File: config.mk
export PLATFORM = sky130hd
export DESIGN_NAME = mips_multicycle_ctrl_flat
export DESIGN_NICKNAME = d
export VERILOG_FILES = /design/src/rtl/mips_multicycle_ctrl_if.sv /design/src/rtl/mips_multicycle_ctrl.sv /design/src/flat_wrapper.sv
export SDC_FILE = /design/constraint.sdc
export NUM_CORES = 1
export LEC_CHECK = 0
export BUFFER_PORTS_ARGS = -buffer_cell sky130_fd_sc_hd__buf_2
export CAP_MARGIN = 20
export CORE_ASPECT_RATIO = 0.5
export CORE_MARGIN = 2
export CORE_UTILIZATION = 45
export DETAILED_ROUTE_END_ITERATION = 6
export MAX_ROUTING_LAYER = met4
export PLACE_DENSITY_LB_ADDON = 0.3
export SLEW_MARGIN = 30
export SYNTH_ARGS = -nofsm -noshare
export SYNTH_HDL_FRONTEND = slang
export SYNTH_SLANG_ARGS = --single-unit
File: constraint.sdc
create_clock -name clk_i -period 2.3 [get_ports clk_i]
set_clock_uncertainty 0.2 [all_clocks]
set_input_delay 0.115 -clock clk_i [delete_from_list [all_inputs] [get_ports clk_i]]
set_output_delay 0.115 -clock clk_i [all_outputs]
set_load 0.05 [all_outputs]
File: src/rtl/mips_multicycle_ctrl_if.sv
// rtl/mips_multicycle_ctrl_if.sv - instruction handshake and datapath control bundle
interface mips_multicycle_ctrl_if;
  logic [31:0] instr;
  logic        instr_valid;
  logic        instr_ready;
  logic        iszero;
  logic        mem_ready;
  logic [4:0]  alu_control;
  logic        RegDst;
  logic        RegWrite;
  logic        ALUsrc;
  logic        MemWrite;
  logic        MemRead;
  logic        MemToReg;
  logic        done;
  logic        branch_taken;
  logic        err;

  // master: instruction source / datapath side
  modport master (
    output instr, instr_valid, iszero, mem_ready,
    input  instr_ready, alu_control, RegDst, RegWrite, ALUsrc,
           MemWrite, MemRead, MemToReg, done, branch_taken, err
  );

  // slave: the control unit
  modport slave (
    input  instr, instr_valid, iszero, mem_ready,
    output instr_ready, alu_control, RegDst, RegWrite, ALUsrc,
           MemWrite, MemRead, MemToReg, done, branch_taken, err
  );
endinterface

File: src/rtl/mips_multicycle_ctrl.sv
// rtl/mips_multicycle_ctrl.sv - multi-cycle MIPS control FSM (DECODE/EXEC/MEM/WB)
module mips_multicycle_ctrl #(
  parameter int MEM_WAIT_MAX = 8
) (
  input  logic                     clk_i,
  input  logic                     rst_n_i,
  mips_multicycle_ctrl_if.slave    ctrl_if
);

  localparam logic [2:0] S_IDLE   = 3'd0;
  localparam logic [2:0] S_DECODE = 3'd1;
  localparam logic [2:0] S_EXEC   = 3'd2;
  localparam logic [2:0] S_MEM    = 3'd3;
  localparam logic [2:0] S_WB     = 3'd4;

  localparam int              WW        = $clog2(MEM_WAIT_MAX + 1);
  localparam logic [WW-1:0]   WAIT_LAST = WW'(MEM_WAIT_MAX - 1);

  localparam logic [4:0] ALU_ADD = 5'd0;
  localparam logic [4:0] ALU_SUB = 5'd1;
  localparam logic [4:0] ALU_AND = 5'd2;
  localparam logic [4:0] ALU_OR  = 5'd3;
  localparam logic [4:0] ALU_SLT = 5'd4;

  logic [2:0]    state_q, state_d;
  logic [5:0]    op_q, op_d;
  logic [5:0]    funct_q, funct_d;
  logic [WW-1:0] wait_q, wait_d;
  logic          done_q, done_d;
  logic          bt_q, bt_d;
  logic          err_q, err_d;

  logic       is_r, is_lw, is_sw, is_beq, is_addi, legal;
  logic       funct_ok;
  logic [4:0] r_alu;

  // Only opcode and funct steer control; register fields belong to the datapath.
  always_comb begin
    funct_ok = 1'b1;
    r_alu    = ALU_ADD;
    case (funct_q)
      6'h20:   r_alu = ALU_ADD;
      6'h22:   r_alu = ALU_SUB;
      6'h24:   r_alu = ALU_AND;
      6'h25:   r_alu = ALU_OR;
      6'h2A:   r_alu = ALU_SLT;
      default: funct_ok = 1'b0;
    endcase
  end

  assign is_r    = (op_q == 6'h00) && funct_ok;
  assign is_lw   = (op_q == 6'h23);
  assign is_sw   = (op_q == 6'h2B);
  assign is_beq  = (op_q == 6'h04);
  assign is_addi = (op_q == 6'h08);
  assign legal   = is_r | is_lw | is_sw | is_beq | is_addi;

  always_comb begin
    state_d = state_q;
    op_d    = op_q;
    funct_d = funct_q;
    wait_d  = wait_q;
    done_d  = 1'b0;
    bt_d    = 1'b0;
    err_d   = 1'b0;
    case (state_q)
      S_IDLE: begin
        if (ctrl_if.instr_valid) begin
          op_d    = ctrl_if.instr[31:26];
          funct_d = ctrl_if.instr[5:0];
          state_d = S_DECODE;
        end
      end
      S_DECODE: begin
        if (legal) begin
          state_d = S_EXEC;
        end else begin
          state_d = S_IDLE;
          done_d  = 1'b1;
          err_d   = 1'b1;
        end
      end
      S_EXEC: begin
        wait_d = '0;
        if (is_beq) begin
          state_d = S_IDLE;
          done_d  = 1'b1;
          bt_d    = ctrl_if.iszero;
        end else if (is_lw || is_sw) begin
          state_d = S_MEM;
        end else begin
          state_d = S_WB;
        end
      end
      S_MEM: begin
        // mem_ready in the final allowed cycle still wins over the timeout.
        if (ctrl_if.mem_ready) begin
          if (is_lw) begin
            state_d = S_WB;
          end else begin
            state_d = S_IDLE;
            done_d  = 1'b1;
          end
        end else if (wait_q == WAIT_LAST) begin
          state_d = S_IDLE;
          done_d  = 1'b1;
          err_d   = 1'b1;
        end else begin
          wait_d = wait_q + 1'b1;
        end
      end
      S_WB: begin
        state_d = S_IDLE;
        done_d  = 1'b1;
      end
      default: state_d = S_IDLE;
    endcase
  end

  always_ff @(posedge clk_i or negedge rst_n_i) begin
    if (!rst_n_i) begin
      state_q <= S_IDLE;
      op_q    <= '0;
      funct_q <= '0;
      wait_q  <= '0;
      done_q  <= 1'b0;
      bt_q    <= 1'b0;
      err_q   <= 1'b0;
    end else begin
      state_q <= state_d;
      op_q    <= op_d;
      funct_q <= funct_d;
      wait_q  <= wait_d;
      done_q  <= done_d;
      bt_q    <= bt_d;
      err_q   <= err_d;
    end
  end

  always_comb begin
    ctrl_if.instr_ready  = (state_q == S_IDLE);
    ctrl_if.alu_control  = ALU_ADD;
    ctrl_if.RegDst       = 1'b0;
    ctrl_if.RegWrite     = 1'b0;
    ctrl_if.ALUsrc       = 1'b0;
    ctrl_if.MemWrite     = 1'b0;
    ctrl_if.MemRead      = 1'b0;
    ctrl_if.MemToReg     = 1'b0;
    ctrl_if.done         = done_q;
    ctrl_if.branch_taken = bt_q;
    ctrl_if.err          = err_q;
    case (state_q)
      S_EXEC: begin
        ctrl_if.alu_control = is_beq ? ALU_SUB : (is_r ? r_alu : ALU_ADD);
        ctrl_if.ALUsrc      = is_lw | is_sw | is_addi;
      end
      S_MEM: begin
        ctrl_if.ALUsrc   = 1'b1;
        ctrl_if.MemRead  = is_lw;
        ctrl_if.MemWrite = is_sw;
      end
      S_WB: begin
        ctrl_if.RegWrite = 1'b1;
        ctrl_if.RegDst   = is_r;
        ctrl_if.MemToReg = is_lw;
      end
      default: ;
    endcase
  end

endmodule
File: src/flat_wrapper.sv
// flat-port wrapper written by rule: the top's interface ports become plain ports
module mips_multicycle_ctrl_flat 
#(
  parameter int MEM_WAIT_MAX = 8
)
  (clk_i, rst_n_i, ctrl_if_instr, ctrl_if_instr_valid, ctrl_if_iszero, ctrl_if_mem_ready, ctrl_if_instr_ready, ctrl_if_alu_control, ctrl_if_RegDst, ctrl_if_RegWrite, ctrl_if_ALUsrc, ctrl_if_MemWrite, ctrl_if_MemRead, ctrl_if_MemToReg, ctrl_if_done, ctrl_if_branch_taken, ctrl_if_err);
  mips_multicycle_ctrl_if ctrl_if_i ();
  input  logic clk_i;
  input  logic rst_n_i;
  input wire logic [$bits(ctrl_if_i.instr)-1:0] ctrl_if_instr;
  input wire logic [$bits(ctrl_if_i.instr_valid)-1:0] ctrl_if_instr_valid;
  input wire logic [$bits(ctrl_if_i.iszero)-1:0] ctrl_if_iszero;
  input wire logic [$bits(ctrl_if_i.mem_ready)-1:0] ctrl_if_mem_ready;
  output wire logic [$bits(ctrl_if_i.instr_ready)-1:0] ctrl_if_instr_ready;
  output wire logic [$bits(ctrl_if_i.alu_control)-1:0] ctrl_if_alu_control;
  output wire logic [$bits(ctrl_if_i.RegDst)-1:0] ctrl_if_RegDst;
  output wire logic [$bits(ctrl_if_i.RegWrite)-1:0] ctrl_if_RegWrite;
  output wire logic [$bits(ctrl_if_i.ALUsrc)-1:0] ctrl_if_ALUsrc;
  output wire logic [$bits(ctrl_if_i.MemWrite)-1:0] ctrl_if_MemWrite;
  output wire logic [$bits(ctrl_if_i.MemRead)-1:0] ctrl_if_MemRead;
  output wire logic [$bits(ctrl_if_i.MemToReg)-1:0] ctrl_if_MemToReg;
  output wire logic [$bits(ctrl_if_i.done)-1:0] ctrl_if_done;
  output wire logic [$bits(ctrl_if_i.branch_taken)-1:0] ctrl_if_branch_taken;
  output wire logic [$bits(ctrl_if_i.err)-1:0] ctrl_if_err;
  assign ctrl_if_i.instr = ctrl_if_instr;
  assign ctrl_if_i.instr_valid = ctrl_if_instr_valid;
  assign ctrl_if_i.iszero = ctrl_if_iszero;
  assign ctrl_if_i.mem_ready = ctrl_if_mem_ready;
  assign ctrl_if_instr_ready = ctrl_if_i.instr_ready;
  assign ctrl_if_alu_control = ctrl_if_i.alu_control;
  assign ctrl_if_RegDst = ctrl_if_i.RegDst;
  assign ctrl_if_RegWrite = ctrl_if_i.RegWrite;
  assign ctrl_if_ALUsrc = ctrl_if_i.ALUsrc;
  assign ctrl_if_MemWrite = ctrl_if_i.MemWrite;
  assign ctrl_if_MemRead = ctrl_if_i.MemRead;
  assign ctrl_if_MemToReg = ctrl_if_i.MemToReg;
  assign ctrl_if_done = ctrl_if_i.done;
  assign ctrl_if_branch_taken = ctrl_if_i.branch_taken;
  assign ctrl_if_err = ctrl_if_i.err;
  mips_multicycle_ctrl #(.MEM_WAIT_MAX(MEM_WAIT_MAX)) u_core (.clk_i(clk_i), .rst_n_i(rst_n_i), .ctrl_if(ctrl_if_i));
endmodule
==> metrics.txt, run 1 <==
Warnings, synthesis=0; setup tns final=0 ns; TritonCTS clock tree=built; Placer Congestion=0.874; Final Max Slew Viols=0; Max VDD drop=0.000456 V; post-place setup slack=~0.075 ns; Setup-failing EPs final=0; die area=between 0.003 and 0.004 mm2; Worst path slowest cell=or4_4; Crit. End Element=output port; leakage power=~0.00076 uW; Slew Limit Headroom=0.649; worst hold path class=input port to flip-flop; FMAX=~450 MHz; # IOs=between 50 and 60; number of distinct library cells after synthesis=40; CP Max Fanout=4; layout cell share with drive strength beyond 1=0.362; initial core utilization=0.473; Reg clk slew, reported paths=0.08 ns; row cnt=13; Clock Tree Root=clkbuf_8; cell family with most CP delay=simple AND/OR/NAND/NOR gates; Avg Inst Size Synth=between 9 and 10 um2; critical path arrival=approximately 1.9 ns; 1st-pass router iterations=4; hpwl dp=1900 um; RSZ-0062 raised after global routing=no; CTS Sinks=22; # DRC=0; Area growth, synth to finish=37.9%; Yosys reg bits=22; Final Hold Vio Count=0; worst slew pin tran=approximately 0.52 ns; final net count=around 210; Seq/Total Area, Yosys=0.447; critical path class=flip-flop to output port; Syn Inst Count=127; Ant. Diodes=0; total number of vias=1,118; die height=between 40 and 50 um; DR iter-0 viols=63; power density over the cells=793 mW/mm2; Worst Path Buf+Inv=1; first-pass GRT wire length=roughly 4200 um; Syn Std Cell Area=0.00123 mm2; Post-Route WL=2760 um; MaxCap Viol Count=0; fin crit period=between 2 and 2.5 ns; initial antenna violation count=0; Layout fillers=about 220; Port-buffer cells=29; CP max stage delay=0.58 ns; number of global-route vias before repair=926; H-tree depth=1; CTS Buf Count=3; Longest Clk Path Bufs=2; Critical Path Source Type=flip-flop; Worst Path Required=1.99 ns; status=complete, no violations; Worst-Skew Late Latency=0.27 ns; Routed Antenna Nets=0; All-Layer GR Usage=0.186; Final WS setup=between 0.06 and 0.07 ns; Via density=approximately 5.3; crit-path cells=or4_4 > or3b_4 > nand2_2 > nor2_1 > buf_6; DR WL/cell=roughly 13 um; grt total ovfl=0; core area=0.00260 mm2; final period utilization=0.972; largest net degree at the start of global routing=23; Chip Width=between 70 and 80 um
[stage by stage]
| stage | area [um2] | utilization | power [uW] | hold WS [ns] | instances |
|---|---|---|---|---|---|
| final | 1700 | 0.652 | 1350 | 0.0794 | 211 |
| after global routing | 1700 | 0.652 | 1440 | 0.0697 | 211 |
| after CTS | 1670 | 0.641 | 1340 | 0.0694 | 211 |
| after detailed placement | 1450 | 0.555 | 1060 | -0.0855 | 191 |
| after global placement | 1450 | 0.555 | 1050 | -0.0929 | 191 |
| after floorplan | 1260 | - | 936 | -0.381 | 128 |
[report_power, final]
part / internal (uW) / switching, uW
Sequential: 484 / 117
Combinational: 240 / 267
Clock: 117 / 122
Total: 841 / 507
[worst min-delay path, cell delays in order]
cell and delay [ns]:
buf_2 0.08, and2_1 0.11, a31oi_1 0.04, a21oi_1 0.15
[layout make-up]
type | count | area, um2 | area share
Multi-Input combinational cell | 96 | 689 | 0.406
Clock buffer | 3 | 41.3 | 0.0243
Timing Repair Buffer | 50 | 359 | 0.211
Tap cell | 37 | 46.3 | 0.0273
Sequential cell | 22 | 551 | 0.324
Inverter | 3 | 11.3 | 0.00663
[path summary, 6_finish.rpt]
check	start	endpoint	slack (ns)	cells past startpoint
max in group asynchronous	rst_n_i	u_core.op_q[0]	1.42	2
min reg2reg	u_core.wait_q[1]	u_core.wait_q[1]	0.35	2
min in group asynchronous	rst_n_i	u_core.op_q[1]	0.14	2
max reg2reg	u_core.op_q[5]	u_core.ctrl_if.done	0.10	5
min	ctrl_if_instr_valid	u_core.state_q[0]	0.08	4
max	u_core.op_q[5]	ctrl_if_alu_control[1]	0.06	5
[layout by cell type (no fill, tap or decap), types with 2 or more instances in the layout]
cell type,n
buf_4,6
inv_1,3
buf_2,26
and3_1,3
mux2i_1,2
or4_4,2
nor3_1,2
o21ai_0,12
or2_2,2
nor3_4,2
a31oi_1,2
dlygate4sd3_1,15
mux2_2,11
nand4b_1,2
nand2b_1,3
nor2_1,9
nor4b_1,2
nand3_1,4
a21oi_1,3
clkbuf_8,3
nand2_1,9
dfrtp_1,22
a22oi_1,2
buf_6,3
conb_1,2
[cells in the mapped netlist]
library cell | instances | share of area
nand2b_1 | 3 | 0.015
ha_1 | 1 | 0.010
buf_2 | 1 | 0.0041
nor2_1 | 10 | 0.030
or3b_1 | 1 | 0.0071
dfrtp_1 | 22 | 0.45
nor4_1 | 2 | 0.010
o2111ai_1 | 1 | 0.0071
and3b_1 | 1 | 0.0071
buf_4 | 2 | 0.012
clkbuf_1 | 4 | 0.012
nor3_1 | 4 | 0.016
nand4b_1 | 2 | 0.014
o211ai_1 | 1 | 0.0061
o21ai_0 | 12 | 0.049
a21boi_0 | 1 | 0.0061
inv_1 | 3 | 0.0091
or4_1 | 1 | 0.0061
and2_1 | 1 | 0.0051
a22oi_1 | 2 | 0.012
o21a_1 | 1 | 0.0061
mux2_2 | 11 | 0.10
nand2_1 | 10 | 0.030
or4_4 | 2 | 0.018
conb_1 | 1 | 0.0030
o211ai_2 | 1 | 0.010
and3_1 | 3 | 0.015
a31oi_1 | 2 | 0.010
mux2i_1 | 2 | 0.016
and2_0 | 1 | 0.0051
nand4_1 | 1 | 0.0051
a21oi_1 | 3 | 0.012
nor2b_1 | 1 | 0.0051
xor2_1 | 1 | 0.0071
nor4b_1 | 3 | 0.021
a22o_1 | 1 | 0.0071
or2_2 | 2 | 0.010
nand3_1 | 4 | 0.016
or3_1 | 1 | 0.0051
o311a_1 | 1 | 0.0081
[layer usage]
layer / vias to the layer above / global-route usage / part of all wire
met5: - / - / 0
met4: 0 / 0.0526 / 0.010
met3: 4 / 0.0529 / 0.035
met2: 21 / 0.313 / 0.47
met1: 532 / 0.229 / 0.48
li1: 561 / - / -
[cells by family after synthesis]
group           synth area share
xor+xnor                 0.00712
mux                        0.117
compound gates             0.134
simple gates               0.244
fa+ha+maj                 0.0102
flops                      0.447
other cells              0.00305
buf+inv                   0.0376
[sequential cells by signal (all words and copies together) (netlist names)]
name,cells
u_core.ctrl_if.branch_taken,1
u_core.funct_q,6
u_core.state_q,3
u_core.op_q,6
u_core.ctrl_if.done,1
u_core.ctrl_if.err,1
u_core.wait_q,4
[what timing repair did]
action,in CTS,in global routing
pin swaps,1,4
resized for setup,6,6
hold endpoints to repair,36,0
setup buffers,2,0
endpoints found under the setup margin,4,4
hold buffers,15,0
No activity file was read; power rests on OpenSTA's default activity.
==> run 2, diff against run 1 <==
--- a/config.mk
+++ b/config.mk
@@ -8,3 +8,3 @@
 export BUFFER_PORTS_ARGS = -buffer_cell sky130_fd_sc_hd__buf_2
-export CAP_MARGIN = 20
+export CAP_MARGIN = 25
 export CORE_ASPECT_RATIO = 0.5
--- a/constraint.sdc
+++ b/constraint.sdc
@@ -4,2 +4,2 @@
 set_output_delay 0.115 -clock clk_i [all_outputs]
-set_load 0.05 [all_outputs]
+set_load 0.005 [all_outputs]
==> run 2 against run 1 <==
Against the previous run: die area stayed put; sequential share of layout area up 1.2 points; core utilization fell by 2.4 points; first-iteration DRC count increased by 52%; count of clock-buffer cells in the layout unchanged; cell count shrank 0.47%; critical path depth unchanged; largest cell class unchanged; highest routed layer unchanged.
==> metrics.txt, run 2 (synthesis gave the netlist of run 1 again) <==
DR iter-0 viols=96 (+52%); hold slack=0.0827 ns (+0.00323 ns); largest net degree at the start of global routing=23 (unchanged); CTS Buf Count=3 (unchanged); RSZ-0062 raised after global routing=yes; number of global-route vias before repair=1,018 (+9.9%); status=complete, no violations; Worst-Skew Late Latency=0.26 ns (about the same); critical path class=flip-flop to output port; Post-Route WL=2810 um (+1.8%); Ant. Diodes=0 (unchanged); Hold Crit Depth=4 (unchanged); FMAX=447 MHz (-0.11%); fin crit period=2.24 ns (+0.00243 ns); Tot Pwr=1270 uW (-5.7%); non-filler cells, final=210 (-0.47%); H-tree depth=1 (unchanged); area of the multi-input gates=654 um2 (-5.1%); Max VDD drop=0.000459 V (+0.76%); Hold Startpoint=ctrl_if_instr_valid; TritonCTS clock tree=built; power density over the cells=776 mW/mm2 (-2.2%); R2R Setup Slk=0.08 ns (-0.02 ns); # IOs=52 (unchanged); initial antenna violation count=0 (unchanged); core area=0.00260 mm2 (unchanged); Setup-failing EPs final=0 (unchanged); Clock Tree Root=clkbuf_8; All-Layer GR Usage=0.200 (+0.0141); DP Cell Count=191 (unchanged); final period utilization=0.973 (+0.00105); final core utilization=0.629 (-0.0236); most common cell after layout, fill and taps aside=buf_2; row cnt=13 (unchanged); 1st-pass router iterations=4 (unchanged); Crit. End Element=output port; reg2reg path depth=4 (-1); CTS Sinks=22 (unchanged); initial core utilization=0.473 (unchanged); Routed Antenna Nets=0 (unchanged); critical path arrival=1.92 ns (about the same); Final Max Slew Viols=0 (unchanged); hpwl dp=1900 um (about the same); leakage power=0.000751 uW (-1.7%); Via density=5.24 (-1.1%); Layout fillers=229 (+5.5%); DR WL/cell=13.4 um (+2.3%); Worst Path Required=1.99 ns (about the same); die height=41.0 um (unchanged); biggest regs=u_core.funct_q (6), u_core.op_q (6), u_core.wait_q (4); Port-buffer cells=29 (unchanged); worst hold path class=input port to flip-flop; WHS Endpoint=u_core.state_q[0]; MaxCap Viol Count=0 (unchanged); # DRC=0 (unchanged); Reg area=551 um2 (unchanged); Placer Congestion=0.893 (+2.1%); most frequent cells in the layout=29 x buf_2, 22 x dfrtp_1, 15 x dlygate4sd3_1; Critical Path Source Type=flip-flop; total number of vias=1,100 (-1.6%); grt total ovfl=0 (unchanged); Area growth, synth to finish=32.9%; Worst R2R End=u_core.ctrl_if.err; die area=0.00320 mm2 (unchanged); first-pass GRT wire length=4610 um (+9.5%); Worst R2R Start=u_core.op_q[5]; layout cell share with drive strength beyond 1=0.324 (-0.0384); Reg clk slew, reported paths=0.08 ns (about the same); final net count=213 (-0.47%); Final Hold Vio Count=0 (unchanged); Chip Width=78.0 um (unchanged); CP Max Fanout=4 (unchanged); Longest Clk Path Bufs=2 (unchanged)
## run 2: repair_timing
action,4_1_cts,5_1_grt
hold endpoints to repair,36,0
hold buffers,15,0
gates resized for setup,2,3
pin swaps,0,1
setup buffers,1,0
endpoints found under the setup margin,3,4
## run 2: how the worst max path moves through the flow
stage / from / to / cells past startpoint
after floorplan: u_core.op_q[1] / u_core.ctrl_if.done / 4
after global placement: u_core.op_q[1] / u_core.ctrl_if.err / 4
after detailed placement: u_core.op_q[1] / u_core.ctrl_if.err / 4
after CTS: u_core.op_q[1] / ctrl_if_alu_control[2] / 5
after global routing: u_core.op_q[5] / ctrl_if_alu_control[2] / 5
final: u_core.op_q[5] / ctrl_if_alu_control[2] / 5
## run 2: where the power goes
group / switching [uW] / total (uW) / internal, uW
registers: 110 / 594 / 484
logic: 209 / 441 / 231
clock network: 119 / 236 / 117
## run 2: cell type report
cell class                      count  share of cell area
Timing Repair Buffer               49               0.203
Sequential cell                    22               0.336
Clock buffer                        3              0.0252
Inverter                            3             0.00688
Multi-Input combinational cell     96               0.400
Tap cell                           37              0.0283
## run 2: worst max-delay path, cell delays in order (launching register included)
cell,delay (ns)
dfrtp_1,0.39
or4_4,0.58
or3b_4,0.42
nand2_2,0.10
nor2_1,0.06
buf_2,0.12
## run 2: metrics by stage
stage,TNS [ns],cell area (um2),setup slack (ns)
after floorplan,0,1230,0.236
after global placement,0,1420,0.0779
after detailed placement,0,1420,0.0678
after CTS,0,1630,0.0313
after global routing,-0.0136,1640,-0.0136
final,0,1640,0.0620
## run 2: layer usage
| metal | wire (um) | vias up | GRT usage |
|---|---|---|---|
| met1 | 1350 | 520 | 0.236 |
| met3 | 109 | 4 | 0.0551 |
| met5 | 0 | - | - |
| met4 | 29 | 0 | 0.0482 |
| met2 | 1330 | 25 | 0.358 |
| li1 | - | 551 | - |
